--- src/rtl/pic_q_sequencer_pkg.sv ---
// Shared ALU op codes and the opcode decoder
// for the PIC16-style Q-phase sequencer.
package pic_q_sequencer_pkg;

  typedef logic [3:0] alu_op_t;

  localparam alu_op_t ALU_PASSL = 4'd0;
  localparam alu_op_t ALU_PASSW = 4'd1;
  localparam alu_op_t ALU_PASSF = 4'd2;
  localparam alu_op_t ALU_ADD   = 4'd3;
  localparam alu_op_t ALU_SUB   = 4'd4;
  localparam alu_op_t ALU_AND   = 4'd5;
  localparam alu_op_t ALU_IOR   = 4'd6;
  localparam alu_op_t ALU_XOR   = 4'd7;
  localparam alu_op_t ALU_INC   = 4'd8;
  localparam alu_op_t ALU_DEC   = 4'd9;
  localparam alu_op_t ALU_BTST  = 4'd10;

  typedef struct packed {
    logic    legal;
    logic    file_rd;
    logic    lit;
    logic    wb;
    logic    movwf;
    logic    status;
    logic    skip;
    logic    skip_inv;
    logic    jump;
    logic    call;
    logic    ret;
    alu_op_t op;
  } dec_t;

  function automatic dec_t decode(input logic [13:0] i);
    dec_t d;
    d = '0;
    d.legal = 1'b1;
    casez (i)
      14'b00_0000_0000_1000: d.ret = 1'b1;
      14'b00_0000_0??0_0000: d.op = ALU_PASSL;
      14'b00_0000_1???_????: begin
        d.movwf = 1'b1;
        d.op = ALU_PASSW;
      end
      14'b00_0111_????_????: begin
        d.file_rd = 1'b1; d.wb = 1'b1;
        d.status = 1'b1; d.op = ALU_ADD;
      end
      14'b00_0010_????_????: begin
        d.file_rd = 1'b1; d.wb = 1'b1;
        d.status = 1'b1; d.op = ALU_SUB;
      end
      14'b00_0101_????_????: begin
        d.file_rd = 1'b1; d.wb = 1'b1;
        d.status = 1'b1; d.op = ALU_AND;
      end
      14'b00_0100_????_????: begin
        d.file_rd = 1'b1; d.wb = 1'b1;
        d.status = 1'b1; d.op = ALU_IOR;
      end
      14'b00_0110_????_????: begin
        d.file_rd = 1'b1; d.wb = 1'b1;
        d.status = 1'b1; d.op = ALU_XOR;
      end
      14'b00_0011_????_????: begin
        d.file_rd = 1'b1; d.wb = 1'b1;
        d.status = 1'b1; d.op = ALU_DEC;
      end
      14'b00_1010_????_????: begin
        d.file_rd = 1'b1; d.wb = 1'b1;
        d.status = 1'b1; d.op = ALU_INC;
      end
      14'b00_1000_????_????: begin
        d.file_rd = 1'b1; d.wb = 1'b1;
        d.status = 1'b1; d.op = ALU_PASSF;
      end
      14'b00_1011_????_????: begin
        d.file_rd = 1'b1; d.wb = 1'b1;
        d.skip = 1'b1; d.op = ALU_DEC;
      end
      14'b00_1111_????_????: begin
        d.file_rd = 1'b1; d.wb = 1'b1;
        d.skip = 1'b1; d.op = ALU_INC;
      end
      14'b01_10??_????_????: begin
        d.file_rd = 1'b1; d.skip = 1'b1;
        d.skip_inv = 1'b1; d.op = ALU_BTST;
      end
      14'b01_11??_????_????: begin
        d.file_rd = 1'b1; d.skip = 1'b1;
        d.op = ALU_BTST;
      end
      14'b10_0???_????_????: begin
        d.jump = 1'b1; d.call = 1'b1;
      end
      14'b10_1???_????_????: d.jump = 1'b1;
      14'b11_00??_????_????: begin
        d.lit = 1'b1; d.op = ALU_PASSL;
      end
      14'b11_111?_????_????: begin
        d.lit = 1'b1; d.status = 1'b1;
        d.op = ALU_ADD;
      end
      14'b11_110?_????_????: begin
        d.lit = 1'b1; d.status = 1'b1;
        d.op = ALU_SUB;
      end
      14'b11_1001_????_????: begin
        d.lit = 1'b1; d.status = 1'b1;
        d.op = ALU_AND;
      end
      14'b11_1000_????_????: begin
        d.lit = 1'b1; d.status = 1'b1;
        d.op = ALU_IOR;
      end
      14'b11_1010_????_????: begin
        d.lit = 1'b1; d.status = 1'b1;
        d.op = ALU_XOR;
      end
      default: d.legal = 1'b0;
    endcase
    return d;
  endfunction

endpackage

--- src/rtl/pic_q_sequencer_q_phase_counter.sv ---
// Modulo-Q phase counter with hold; flags
// the last phase of each instruction cycle.
module q_phase_counter #(
  parameter int Q  = 4,
  parameter int QW = $clog2(Q)
) (
  input  logic          clk,
  input  logic          rst,
  input  logic          hold,
  output logic [QW-1:0] q_count,
  output logic          is_last
);

  assign is_last = (q_count == QW'(Q - 1));

  always_ff @(posedge clk) begin
    if (rst)
      q_count <= '0;
    else if (!hold)
      q_count <= is_last ? '0 : q_count + QW'(1);
  end

endmodule

--- src/rtl/pic_q_sequencer.sv ---
// Q-phase sequencer: flush/skip state plus
// phase-qualified decode into datapath strobes.
module pic_q_sequencer
  import pic_q_sequencer_pkg::*;
#(
  parameter int Q_PER_CYCLE = 4,
  parameter int ALU_OP_W    = 4
) (
  input  logic                           clk,
  input  logic                           rst,
  input  logic                           hold,
  input  logic [13:0]                    instr_current,
  input  logic                           skip_cond,
  output logic [$clog2(Q_PER_CYCLE)-1:0] q_count,
  output logic                           in_flush,
  output logic                           alu_sel_l,
  output logic [ALU_OP_W-1:0]            alu_op,
  output logic                           alu_status_wr_en,
  output logic                           file_rd_en,
  output logic                           file_wr_en,
  output logic                           w_reg_wr_en,
  output logic                           instr_rd_en,
  output logic                           instr_flush,
  output logic                           pc_incr_en,
  output logic                           pc_j_en,
  output logic                           pc_ret_en,
  output logic                           stack_push,
  output logic                           illegal_instr
);

  localparam int QW = $clog2(Q_PER_CYCLE);
  localparam logic [QW-1:0] Q_RD = QW'(1);
  localparam logic [QW-1:0] Q_EX = QW'(2);

  logic is_last;
  logic skip_pending;
  logic act;
  logic dbit;
  dec_t d;

  q_phase_counter #(.Q(Q_PER_CYCLE)) u_qc (
    .clk     (clk),
    .rst     (rst),
    .hold    (hold),
    .q_count (q_count),
    .is_last (is_last)
  );

  assign d    = decode(instr_current);
  assign dbit = instr_current[7];
  assign act  = !hold && !rst;

  // A redirect at the last phase turns the next cycle into a NOP.
  always_ff @(posedge clk) begin
    if (rst) begin
      in_flush     <= 1'b1;
      skip_pending <= 1'b0;
    end else if (!hold) begin
      if (is_last) begin
        skip_pending <= 1'b0;
        in_flush     <= !in_flush &&
                        (skip_pending || d.jump || d.ret);
      end else if (!in_flush && q_count == Q_EX && d.skip) begin
        skip_pending <= d.skip_inv ? !skip_cond : skip_cond;
      end
    end
  end

  always_comb begin
    alu_sel_l        = 1'b0;
    alu_op           = '0;
    alu_status_wr_en = 1'b0;
    file_rd_en       = 1'b0;
    file_wr_en       = 1'b0;
    w_reg_wr_en      = 1'b0;
    instr_rd_en      = 1'b0;
    instr_flush      = 1'b0;
    pc_incr_en       = 1'b0;
    pc_j_en          = 1'b0;
    pc_ret_en        = 1'b0;
    stack_push       = 1'b0;
    illegal_instr    = 1'b0;
    if (act && in_flush) begin
      instr_rd_en = is_last;
      pc_incr_en  = is_last;
    end else if (act) begin
      if (q_count == Q_RD)
        file_rd_en = d.file_rd;
      if (q_count == Q_EX) begin
        alu_op           = ALU_OP_W'(d.op);
        alu_sel_l        = d.lit;
        alu_status_wr_en = d.status;
        w_reg_wr_en      = d.lit || (d.wb && !dbit);
        file_wr_en       = d.movwf || (d.wb && dbit);
      end
      if (is_last) begin
        illegal_instr = !d.legal;
        if (skip_pending) begin
          pc_incr_en  = 1'b1;
          instr_flush = 1'b1;
        end else if (d.jump) begin
          pc_j_en     = 1'b1;
          stack_push  = d.call;
          instr_flush = 1'b1;
        end else if (d.ret) begin
          pc_ret_en   = 1'b1;
          instr_flush = 1'b1;
        end else begin
          instr_rd_en = 1'b1;
          pc_incr_en  = 1'b1;
        end
      end
    end
  end

endmodule
--- config.mk ---
export PLATFORM = sky130hd
export DESIGN_NAME = pic_q_sequencer
export DESIGN_NICKNAME = d
export VERILOG_FILES = /design/src/rtl/pic_q_sequencer_pkg.sv /design/src/rtl/pic_q_sequencer_q_phase_counter.sv /design/src/rtl/pic_q_sequencer.sv
export SDC_FILE = /design/constraint.sdc
export NUM_CORES = 1
export LEC_CHECK = 0
export BUFFER_PORTS_ARGS = -buffer_cell sky130_fd_sc_hd__buf_2
export CAP_MARGIN = 10
export CORE_MARGIN = 2
export CORE_UTILIZATION = 49
export DETAILED_ROUTE_END_ITERATION = 7
export PLACE_DENSITY = 0.84
export SLEW_MARGIN = 20
export SYNTH_ARGS = -nofsm -noshare
export SYNTH_HDL_FRONTEND = slang
export SYNTH_HIERARCHICAL = 1
export SYNTH_SLANG_ARGS = --single-unit
--- constraint.sdc ---
create_clock -name clk -period 5.3 [get_ports clk]
set_input_delay 1.06 -clock clk [delete_from_list [all_inputs] [get_ports clk]]
set_output_delay 1.06 -clock clk [all_outputs]
set_load 0.01 [all_outputs]
== Word level (Yosys, flattened, before mapping) ==
Index checks and enable logic that the tools add are counted.
Storage, ports and cells
  bits in latches: 0
  input port bits: 18
  output and inout bits: 19
  memories kept: 0
  ROM bits: 0
  bits in writable memories: 0
  register bits: 4
  logic and storage cells: 134
Cells by class
  divide/modulo/power cells: 0
  reductions and logical operators: 36
  multipliers: 0
  shift-type cells: 0
  $lt $le $gt $ge: 0
  multiplexer cells: 68
  eq/ne operators: 25
  add/subtract/negate cells: 1
  bitwise gates (word level): 1
Operator list (count)
  $mux 1: 63
  $pmux 4 s10: 1
  $eq 6x3->1 const B: 4
  $eq 6x4->1 const B: 4
  $reduce_or 23->1: 1
  $eq 6x6->1 const B: 3
  $reduce_or 2->1: 9
  $eq 14x4->1 const B: 1
  $reduce_or 13->1: 1
  $eq 6x2->1 const B: 2
  $logic_not 12->1: 1
  $mux 4: 3
  $reduce_or 12->1: 1
  $eq 5x5->1 const B: 2
  $reduce_or 10->1: 1
  $eq 4x3->1 const B: 2
  $eq 7x1->1 const B: 1
  $logic_and 1x1->1: 7
  $eq 3x3->1 const B: 2
  $logic_not 1->1: 6
  $reduce_or 6->1: 1
  $eq 2x2->1 const B: 2
  $eq 4x4->1 const B: 1
  $logic_or 1x1->1: 4
  7 further kinds: 8

== Depth between registers and ports, before layout ==
  depth after elaboration: 8
  depth in mapped cells: 7
  mapped depth without buffers: 6

== Hierarchy ==
The synthesis kept the hierarchy.
Modules (own cells, without submodules)
  pic_q_sequencer: cells an instance 111, sequential area each 40.0 sq um, area each 680.7 sq um, instances 1
  q_phase_counter: cells an instance 8, sequential area each 40.0 sq um, area each 81.3 sq um, instances 1

== Least setup slack after synthesis ==
No wires, ideal clock.
  path type: input-to-output
  start: input port instr_current[12]
  end: output port pc_ret_en
  data required time: 4.240 ns
  buffers on the path: 1
  stages on the path: 5
  arrival: 2.482 ns
  slack: 1.758 ns
  cell sequence: buf_2 or3_4 nor4_4 and4_4 nor4b_1
On the way
  cells in the longest elaborated chain, start to end: 8
  elaborated cells between the ends (all ways): 12
  classes of those cells: eq/ne (3); mux (8); reduce/logical (1)
RTL lines
  start, declared: RTL line pic_q_sequencer.sv:12  | input logic [13:0] instr_current,
  $eq 14x4->1 or $eq 3x3->1 (tied branches): RTL line pic_q_sequencer_pkg.sv:38  | casez (i)
  $mux 1 or $reduce_or 2->1 (tied branches)
  $mux 1 (on tied branches): RTL line pic_q_sequencer.sv:105, pic_q_sequencer_pkg.sv:38
  $mux 1 (*): RTL line pic_q_sequencer.sv:101  | end else if (d.jump) begin
  $mux 1 (*): RTL line pic_q_sequencer.sv:98  | if (skip_pending) begin
  $mux 1 (*): RTL line pic_q_sequencer.sv:96  | if (is_last) begin
  $mux 1 (*): RTL line pic_q_sequencer.sv:86  | end else if (act) begin
  $mux 1 (*): RTL line pic_q_sequencer.sv:83  | if (act && in_flush) begin
  end, declared: RTL line pic_q_sequencer.sv:26  | output logic pc_ret_en,
Mark *: on every way between the ends. The rest lies on a longest branch, timed or not.

== Worst setup path in the final report ==
  start: input port instr_current[13]
  end: output port pc_incr_en
On the way
  cells in the longest elaborated chain, start to end: 8
  elaborated cells between the ends (all ways): 12
  classes of those cells: eq/ne (3); mux (8); reduce/logical (1)
RTL lines
  $eq 14x4->1 or $eq 3x3->1 (tied branches): RTL line pic_q_sequencer_pkg.sv:38
  $mux 1 or $reduce_or 2->1 (tied branches)
  $mux 1 (on tied branches): RTL line pic_q_sequencer.sv:105, pic_q_sequencer_pkg.sv:38
  $mux 1 (*): RTL line pic_q_sequencer.sv:101
  $mux 1 (*): RTL line pic_q_sequencer.sv:98
  $mux 1 (*): RTL line pic_q_sequencer.sv:96
  $mux 1 (*): RTL line pic_q_sequencer.sv:86
  $mux 1 (*): RTL line pic_q_sequencer.sv:83
  end, declared: RTL line pic_q_sequencer.sv:24  | output logic pc_incr_en,
Marks and branches as above.

==> results.py <==
metrics = {
    "status": {
        "outcome": "finished, final reports clean",
    },
    "layout": {
        "layout.nets": 170,
        "drive_gt1_frac": 0.289,
        "antenna_cells": 0,
        "areaGrowthSynthToFinish_pct": 23.3,
    },
    "hold_path": {
        "hp-class": "reg2reg",
    },
    "grt": {
        "grt_pass1_wl_mm": 3.51,
        "grt_pass1_vias": 839,
        "antenna_found_initial": 0,
        "gr-total-overflow": 0,
        "grtUsageTotal": 0.245,
        "grt_max_degree": 19,
    },
    "setup_path": {
        "critical_path_arrival_ns": 2.66,
        "start_kind": "primary input",
        "crit_required_ns": 4.24,
        "critPathKind": "in2out",
        "cp-end-kind": "output port",
        "crit_fanout": 17,
    },
    "synth": {
        "ys.flop_type": "dfxtp_1",
        "synth_top_area_share": 0.105,
        "ys_seq_area_frac": 0.105,
        "yosysWarningCount": 6,
        "syn_nets": 138,
        "async_flop_share": 0,
        "ys_types": 43,
        "synth_seq_cells": 4,
        "synth_area_sq_um": 762,
        "synth_area_leaders": "dfxtp_1 (11%), nor2_1 (8.9%), o21ai_0 (5.9%)",
        "avgSynthCellArea_sq_um": 6.40,
        "yosysTopAreaCell": "dfxtp_1",
        "synth_cells": 119,
        "synth_edf_count": 0,
    },
    "die": {
        "die_w_um": 43.4,
        "boundaryPins": 37,
        "rows": 14,
        "design.core.area_sq_mm": 0.00149,
        "die_area_sq_mm": 0.00189,
        "start_util": 0.512,
        "die_y_um": 43.4,
    },
    "cts": {
        "postCtsSetupBuffers": 0,
        "clock_sinks": 4,
        "clkTransAtPathRegs_ns": 0.03,
        "cts_max_level": 1,
        "cts_root_buf": "clkbuf_4",
        "cts.path.max_buffers": 2,
        "ctsResizeCount": 0,
        "cts-buffers-inserted": 3,
        "cts_tree": "yes",
        "cts_hold_buf": 0,
        "clock_latency_ns": 0.25,
    },
    "timing": {
        "max_slew_margin": 0.768,
        "rsz0062_at_grt": "no",
        "drv_slew": 0,
        "hold_slack_ns": 0.521,
        "setup_viol": 0,
        "fin_ws_ns": 1.58,
        "fin_crit_sh": 0.702,
        "finalHoldViolCount": 0,
        "tightestPinTransition_ns": 0.347,
        "fmax_ghz": 0.269,
        "min_period_ns": 3.72,
        "tns_ns": 0,
        "clock_skew_ns": 0.00602,
    },
    "detailed_routing": {
        "vias": 1043,
        "final_antenna_net_count": 0,
        "totalWireLength_mm": 2.25,
        "dr.first_iter.drc_count": 43,
        "wire_per_inst_um": 13.6,
        "drt_first_pass_iters": 4,
        "vias_per_cell": 6.32,
        "drcViolationCount": 0,
    },
    "pwr": {
        "max-vdd-ir-drop_uv": 119,
        "finalPower_uw": 120,
        "p_per_area_mw_per_mm2": 128,
        "power_leakage_uw": 0.000421,
    },
    "placement": {
        "gp_congestion": 0.906,
        "port_buffers": 36,
        "dp_slack_ns": 1.59,
        "detailed_place_hpwl_mm": 1.64,
    },
    "job": {
        "cap_viol_max_count": 0,
    },
}
[critical path, stage by stage]
cell	delay, ns
buf_2	0.19
or3_4	0.43
nor4_4	0.23
and4_4	0.28
nor2_1	0.05
o311a_1	0.29
buf_2	0.14
[state kept, by name (all words and copies together) (netlist names)]
signal,count
skip_pending,1
u_qc/q_count,2
in_flush,1
[layout by cell type, fill, tap and decap left out, types with 4 or more instances in the layout]
| master | synthesis | routed |
|---|---|---|
| nor4_1 | 5 | 5 |
| inv_1 | 5 | 5 |
| o21ai_0 | 9 | 9 |
| dfxtp_1 | 4 | 4 |
| nand2_1 | 9 | 9 |
| a31oi_1 | 5 | 5 |
| nor3_1 | 5 | 5 |
| a21oi_1 | 8 | 8 |
| buf_2 | 3 | 36 |
| nor2_1 | 18 | 18 |
[Yosys cell counts (2+ instances only)]
cell type / n
nor2b_1: 3
o21ai_0: 9
a211oi_1: 2
a21oi_1: 8
nand4b_1: 2
o21a_1: 2
nand3_1: 2
o31ai_1: 2
nand2_1: 9
or3_1: 3
nor3_1: 5
dfxtp_1: 4
buf_2: 3
nor4b_1: 2
clkbuf_1: 5
a22oi_1: 2
a31oi_1: 5
nor4_1: 5
inv_1: 5
nor2_1: 18
[routing by layer]
metal	GRT usage	vias to the layer above	routed length, um
li1	-	514	-
met1	0.332	458	992
met2	0.346	61	974
met3	0.0542	10	210
met4	0.158	0	69
met5	0	-	0
[worst paths after layout]
kind	startpoint	cells past startpoint	slack (ns)	endpoint
min	u_qc/q_count[0]$_SDFFE_PP0N_	2	0.52	u_qc/q_count[0]$_SDFFE_PP0N_
max	instr_current[13]	7	1.58	pc_incr_en
min reg2reg	u_qc/q_count[0]$_SDFFE_PP0N_	2	0.52	u_qc/q_count[0]$_SDFFE_PP0N_
max reg2reg	u_qc/q_count[1]$_SDFFE_PP0N_	4	4.12	in_flush$_SDFFE_PP1P_
[through the flow]
step | area, sq um | std cells | util
6_report | 940 | 165 | 0.631
5_1_grt | 940 | 165 | 0.631
4_1_cts | 940 | 165 | 0.631
3_5_place_dp | 917 | 162 | 0.616
3_3_place_gp | 917 | 162 | 0.616
2_1_floorplan | 762 | 119 | -
[power breakdown]
group,leakage (uW),switching [uW],internal (uW)
Sequential,0.0000326,1.79,31.6
Combinational,0.000375,29.0,18.1
Clock,0.0000138,14.1,25.4
Total,0.000421,44.9,75.1
[area by class of cell]
cell class | instances | area [sq um]
sequential | 4 | 80.1
clock buffer | 3 | 22.5
multi-input combinational | 101 | 618
timing repair buffer | 36 | 180
inverter | 5 | 18.8
fill | 143 | 549
tap | 16 | 20.0
[cell families (layout without fill, tap and decap cells)]
logic type	after synthesis	after routing	share of synthesized area
xor gates and xnor gates	1	1	0.0115
DFF	4	4	0.105
buffers and inverters	14	44	0.0837
adders and majority gates	1	1	0.0164
AOI/OAI and AO/OA	41	41	0.355
muxes	1	1	0.0131
and+or+nand+nor	57	57	0.415
(Power assumes the default switching activity.)
